## src/rtl/byte_unit_pipe.sv

```systemverilog
`default_nettype none
// +----------------------------------------------------------------------------+
// | Module  : byte_unit_pipe                                                   |
// | Purpose : Pipelined byte-class execution unit (cntb, avgb, absdb, sumb)    |
// |           over a W_BYTES-wide vector, with valid/ready handshake, global   |
// |           stall, flush and a configurable number of register stages.       |
// | Ports   : clk, reset (async, active-low)                                   |
// |           in_valid/in_ready, data_ra, data_rb, opcode, addr_rt, flush      |
// |           out_valid/out_ready, out_data, out_rt, out_wr, out_illegal       |
// | Config  : BYTE_UNIT_ILLEGAL_TRAP_EN - when defined, an unrecognised opcode |
// |           raises out_illegal with its (zero, non-writing) result.          |
// | Revision: 1.0 - initial release                                            |
// +----------------------------------------------------------------------------+
module byte_unit_pipe #(
  parameter int W_BYTES = 16,  // multiple of 4
  parameter int STAGES  = 2,   // >= 1
  parameter int RT_W    = 7
) (
  input  logic                 clk,
  input  logic                 reset,
  input  logic                 in_valid,
  output logic                 in_ready,
  input  logic [W_BYTES*8-1:0] data_ra,
  input  logic [W_BYTES*8-1:0] data_rb,
  input  logic [10:0]          opcode,
  input  logic [RT_W-1:0]      addr_rt,
  input  logic                 flush,
  output logic                 out_valid,
  input  logic                 out_ready,
  output logic [W_BYTES*8-1:0] out_data,
  output logic [RT_W-1:0]      out_rt,
  output logic                 out_wr,
  output logic                 out_illegal
);

  localparam int DW      = W_BYTES * 8;
  localparam int N_WORDS = W_BYTES / 4;

  localparam logic [10:0] OP_CNTB  = 11'b01010110100;
  localparam logic [10:0] OP_AVGB  = 11'b00011010011;
  localparam logic [10:0] OP_ABSDB = 11'b00001010011;
  localparam logic [10:0] OP_SUMB  = 11'b01001010011;

  // ---------------------------------------------------------------------------
  // Per-byte / per-word operators
  // ---------------------------------------------------------------------------
  function automatic logic [7:0] popcnt8(input logic [7:0] x);
    logic [3:0] n;
    n = 4'd0;
    for (int k = 0; k < 8; k++) n = n + {3'b000, x[k]};
    return {4'b0000, n};
  endfunction

  // 9-bit intermediate keeps the carry of a + b + 1 before halving.
  function automatic logic [7:0] avg8(input logic [7:0] a, input logic [7:0] b);
    logic [8:0] s;
    s = {1'b0, a} + {1'b0, b} + 9'd1;
    return s[8:1];
  endfunction

  function automatic logic [7:0] absd8(input logic [7:0] a, input logic [7:0] b);
    return (b >= a) ? (b - a) : (a - b);
  endfunction

  function automatic logic [15:0] sum4(input logic [31:0] w);
    logic [9:0] s;
    s = {2'b00, w[31:24]} + {2'b00, w[23:16]} + {2'b00, w[15:8]} + {2'b00, w[7:0]};
    return {6'd0, s};
  endfunction

  // ---------------------------------------------------------------------------
  // Entry-stage compute. Byte 0 is the most significant byte of the vector,
  // so byte i lives at [DW-1-8i -: 8] and word j at [DW-1-32j -: 32].
  // ---------------------------------------------------------------------------
  logic [DW-1:0] result;
  logic          known;

  always_comb begin
    result = '0;
    known  = 1'b1;
    case (opcode)
      OP_CNTB:
        for (int i = 0; i < W_BYTES; i++)
          result[DW-1-8*i -: 8] = popcnt8(data_ra[DW-1-8*i -: 8]);
      OP_AVGB:
        for (int i = 0; i < W_BYTES; i++)
          result[DW-1-8*i -: 8] = avg8(data_ra[DW-1-8*i -: 8], data_rb[DW-1-8*i -: 8]);
      OP_ABSDB:
        for (int i = 0; i < W_BYTES; i++)
          result[DW-1-8*i -: 8] = absd8(data_ra[DW-1-8*i -: 8], data_rb[DW-1-8*i -: 8]);
      OP_SUMB:
        // Upper halfword carries the RB sum, lower halfword the RA sum.
        for (int j = 0; j < N_WORDS; j++)
          result[DW-1-32*j -: 32] = {sum4(data_rb[DW-1-32*j -: 32]),
                                     sum4(data_ra[DW-1-32*j -: 32])};
      default: known = 1'b0;
    endcase
  end

  // ---------------------------------------------------------------------------
  // Pipeline. A single global advance enable: a stalled output freezes every
  // stage (bubbles are not squeezed out).
  // ---------------------------------------------------------------------------
  logic              advance;
  logic [STAGES-1:0] vld_q;
  logic [STAGES-1:0] wr_q;
  logic [DW-1:0]     data_q [STAGES];
  logic [RT_W-1:0]   rt_q   [STAGES];

  assign out_valid = vld_q[STAGES-1];
  assign advance   = !(out_valid && !out_ready);
  assign in_ready  = advance;

  always_ff @(posedge clk or negedge reset) begin
    if (!reset) begin
      vld_q <= '0;
      wr_q  <= '0;
      for (int s = 0; s < STAGES; s++) begin
        data_q[s] <= '0;
        rt_q[s]   <= '0;
      end
    end else begin
      // Flush overrides both a new accept and a stall; only the valid bits
      // need clearing since payload is ignored without valid.
      if (flush) begin
        vld_q <= '0;
      end else if (advance) begin
        vld_q[0] <= in_valid;
        for (int s = 1; s < STAGES; s++) vld_q[s] <= vld_q[s-1];
      end
      if (advance) begin
        wr_q[0]   <= known;
        data_q[0] <= result;
        rt_q[0]   <= addr_rt;
        for (int s = 1; s < STAGES; s++) begin
          wr_q[s]   <= wr_q[s-1];
          data_q[s] <= data_q[s-1];
          rt_q[s]   <= rt_q[s-1];
        end
      end
    end
  end

  assign out_data = data_q[STAGES-1];
  assign out_rt   = rt_q[STAGES-1];
  assign out_wr   = out_valid & wr_q[STAGES-1];

`ifdef BYTE_UNIT_ILLEGAL_TRAP_EN
  logic [STAGES-1:0] ill_q;

  always_ff @(posedge clk or negedge reset) begin
    if (!reset) begin
      ill_q <= '0;
    end else if (advance) begin
      ill_q[0] <= !known;
      for (int s = 1; s < STAGES; s++) ill_q[s] <= ill_q[s-1];
    end
  end

  assign out_illegal = out_valid & ill_q[STAGES-1];
`else
  assign out_illegal = 1'b0;
`endif

endmodule
`default_nettype wire

```

## config.mk

```make
export PLATFORM = sky130hd
export DESIGN_NAME = byte_unit_pipe
export DESIGN_NICKNAME = d
export VERILOG_FILES = /design/src/rtl/byte_unit_pipe.sv
export SDC_FILE = /design/constraint.sdc
export NUM_CORES = 2
export LEC_CHECK = 0
export ABC_AREA = 1
export CORE_MARGIN = 2
export CORE_UTILIZATION = 30
export DETAILED_ROUTE_END_ITERATION = 8
export DONT_BUFFER_PORTS = 1
export MAX_ROUTING_LAYER = met4
export SLEW_MARGIN = 5
export SYNTH_ARGS = -nofsm -noshare
export SYNTH_HDL_FRONTEND = slang
export SYNTH_SLANG_ARGS = --single-unit
export TNS_END_PERCENT = 50
```

## constraint.sdc

```tcl
create_clock -name clk -period 1.63 [get_ports clk]
set_input_delay 0.4075 -clock clk [delete_from_list [all_inputs] [get_ports clk]]
set_output_delay 0.4075 -clock clk [all_outputs]
set_load 0.01 [all_outputs]
```

==> impl_metrics.py <==
metrics = {
    "job": {
        "maxCapViolCount": 0,
    },
    "floorplan": {
        "io_pins": 418,
        "start_util_pct": 30.21,
        "die_y_um": 370.3,
        "die_x_um": 370.3,
        "std_cell_rows": 134,
        "core_um2": 133300,
        "dieArea_um2": 137200,
    },
    "timing": {
        "finalSetupViolations": 116,
        "fmax_mhz": 385.7,
        "worstMarginPinSlew_ns": 1.347,
        "period_share_pct": 159.0,
        "fin_crit_ns": 2.592,
        "slew_violations": 0,
        "skew_ns": 0.04071,
        "postLayoutSetupSlackWorst_ns": -0.9624,
        "max_slew_margin_pct": 10.18,
        "rsz0062_at_grt": "true",
        "timing.hold.ws_ns": -0.4938,
        "finalHoldViolCount": 274,
    },
    "finish": {
        "syn_to_final_growth_pct": 31.90,
        "stdcell_area_um2": 53100,
        "fill_cells": 14010,
        "drive_gt1_share_pct": 25.14,
        "final_cell_mix": "1983 x nand2_1, 1010 x buf_4, 896 x inv_1, 566 x nand3_1, 423 x ha_1",
        "nNetsFinal": 7901,
        "layout_commonest_cell": "nand2_1",
    },
    "drt": {
        "dr.first_iter.drc_count": 3026,
        "wirelength_um": 163300,
        "ant_nets": 0,
        "vias_per_cell": 4.771,
        "wire_per_inst_um": 18.78,
        "first_pass_iters": 6,
        "drc": 0,
        "vias": 41470,
    },
    "critical_path": {
        "cp-start-kind": "primary input",
        "path_class": "in -> reg",
        "worstPathBufferInverterCount": 3,
        "cp.arrival_ns": 3.06,
        "slowest_stage": "fa_1",
        "max_stage_delay_ns": 0.52,
        "critPathTopFamily": "adder cells",
        "end_kind": "register",
        "crit_fanout": 4,
        "path_cells": "fa_1, inv_1, fa_1, fa_2, inv_2, ha_4, inv_2, fa_2, o22ai_1, a21oi_1, nand2_1, nand2_1, nand2_1",
        "cp.required_ns": 2.09,
        "crit_path_frequent_cell": "nand2_1",
    },
    "yosys": {
        "ys.flop_type": "dfrtp_1",
        "synth_cell_types": 36,
        "synth_seq_cells": 274,
        "synthesis.area_um2": 40260,
        "synth-edff-count": 0,
        "avgSynthCellArea_um2": 6.622,
        "ys.warnings.count": 0,
        "synth-async-reset-ratio_pct": 100.0,
        "synthCells": 6080,
        "yosysSeqAreaShare_pct": 17.03,
        "syn-num-nets": 7087,
    },
    "global_routing": {
        "grt_overflow_total": 0,
        "track_usage_pct": 23.83,
        "antenna_found_initial": 7,
        "grt_pass1_vias": 41241,
        "grt_pass1_wl_um": 244300,
        "grt_start_max_net_pins": 275,
    },
    "pwr": {
        "intPower_mw": 21.59,
        "p_leak_nw": 29.36,
        "combPwrFrac_pct": 57.1,
        "vdd_drop_max_uv": 702.4,
        "p_per_area_nw_per_um2": 678.4,
        "clockPowerShare_pct": 23.8,
        "power.switching_mw": 14.44,
        "p_seq_share_pct": 19.1,
        "swShare_pct": 40.08,
    },
    "clocking": {
        "clock_path_buffers": 3,
        "cts-buffers-inserted": 38,
        "cts-root-buf": "clkbuf_16",
        "postCtsHoldBufs": 8,
        "cts.sink_count": 274,
        "path_clk_slew_ns": 0.06,
        "clock_latency_ns": 0.60,
        "cts_tree": "built",
        "h-tree-depth": 2,
    },
    "worst_hold_path": {
        "hold_path_class": "in -> async",
    },
    "place": {
        "place_area_um2": 49260,
        "pre_cts_ws_ns": -1.554,
        "io_buffers": 0,
        "dp_hpwl_um": 134600,
        "gp_congestion": 0.9575,
    },
    "status": {
        "failed_checks": "hold timing, setup timing",
        "status": "finished with violations",
    },
}
flip-flops by register name, indices dropped and copies added, names as in the netlist:
name / cells
data_q: 128
out_data: 128
out_rt: 7
rt_q: 7
vld_q: 2
wr_q: 2
final timing paths:
| kind | startpoint | cells past startpoint | to | slack [ns] |
|---|---|---|---|---|
| worst max-delay path | data_ra[48] | 13 | data_q[177]$_DFFE_PN0N_ | -0.96 |
| worst min-delay path | reset | 0 | out_data[19]$_DFFE_PN0N_ | -0.49 |
| worst max register to register | vld_q[1]$_DFFE_PN0P_ | 10 | out_data[37]$_DFFE_PN0N_ | -0.10 |
| worst min register to register | data_q[189]$_DFFE_PN0N_ | 2 | out_data[61]$_DFFE_PN0N_ | 0.44 |
| max in group asynchronous | reset | 0 | out_data[103]$_DFFE_PN0N_ | 1.01 |
| min in group clk | in_valid | 4 | vld_q[0]$_DFFE_PN0P_ | 0.08 |
timing repair:
item | in CTS | in global routing
endpoints found under the hold margin | 283 | 274
pin swaps | 130 | 182
setup buffers | 15 | 43
gates cloned | 0 | 2
gates resized for setup | 243 | 274
setup endpoints to repair | 103 | 204
per-layer routing:
layer | global-route usage (%) | part of all wire, % | up-vias
met3 | 4.921 | 7.3 | 262
li1 | - | - | 20365
met2 | 39.42 | 46 | 1278
met1 | 29.47 | 43 | 19565
met5 | - | 0 | -
met4 | 6.004 | 3.4 | 0
cells in the mapped netlist, types with 2 or more instances:
| master | instances | share of area, % |
|---|---|---|
| a21o_1 | 13 | 0.24 |
| a21oi_1 | 229 | 2.8 |
| a31oi_1 | 8 | 0.12 |
| buf_2 | 86 | 1.1 |
| buf_4 | 151 | 2.8 |
| clkbuf_1 | 70 | 0.65 |
| clkbuf_2 | 2 | 0.025 |
| dfrtp_1 | 274 | 17 |
| fa_1 | 240 | 12 |
| ha_1 | 488 | 15 |
| inv_1 | 1056 | 9.8 |
| inv_2 | 9 | 0.084 |
| nand2_1 | 2067 | 19 |
| nand2b_1 | 5 | 0.078 |
| nand3_1 | 681 | 8.5 |
| nand3_2 | 8 | 0.20 |
| nand3b_1 | 23 | 0.43 |
| nand4_1 | 127 | 2.0 |
| nor2_1 | 188 | 1.8 |
| nor2_2 | 2 | 0.031 |
| nor3_1 | 33 | 0.41 |
| o211ai_1 | 16 | 0.30 |
| o21a_1 | 16 | 0.30 |
| o21ai_0 | 97 | 1.2 |
| o21bai_1 | 16 | 0.30 |
| o22ai_1 | 10 | 0.16 |
| or2_2 | 45 | 0.70 |
| xnor2_1 | 43 | 0.94 |
| xor2_1 | 70 | 1.5 |
power groups by stage:
stage	sequential [mW]	clock [mW]	combinational, mW
after CTS	6.88	8.87	18.8
after detailed placement	7.00	0	17.6
after floorplan	6.98	0	10.8
after global placement	7.00	0	17.3
after global routing	6.88	9.12	22.7
final	6.88	8.59	20.6
area by class of cell:
class                           instances  area (um^2)  share of cell area, %
Clock buffer                           49         1064                  2.003
Timing Repair Buffer                 1084         8793                  16.56
Tap cell                             1768         2212                  4.166
Clock inverter                         18        178.9                 0.3369
Sequential cell                       274         6857                  12.91
Multi-Input combinational cell       4430        29730                  55.99
Inverter                             1066         4260                  8.023
Antenna cell                            3        7.507                0.01414
kinds of logic after synthesis:
group / share of synthesized area (%)
AOI/OAI and AO/OA: 5.482
buffers and inverters: 14.53
xor gates and xnor gates: 2.458
adders and majority gates: 27.10
other: 0.009314
and+or+nand+nor: 33.39
DFF: 17.03
per-stage QoR:
stage                     TNS, ns  instances  hold slack, ns  utilization (%)  power, mW
final                      -65.82       8692         -0.4938            39.84      36.03
after CTS                  -60.00       8647         -0.5511            38.73      34.52
after detailed placement  -143.88       8557          0.1183            36.96      24.56
after floorplan           -118.97       6080          0.1119                -      17.79
after global routing       -74.80       8691         -0.5365            39.84      38.75
after global placement    -140.94       8557          0.1184            36.96      24.28
No activity file was read; power rests on OpenSTA's default activity.
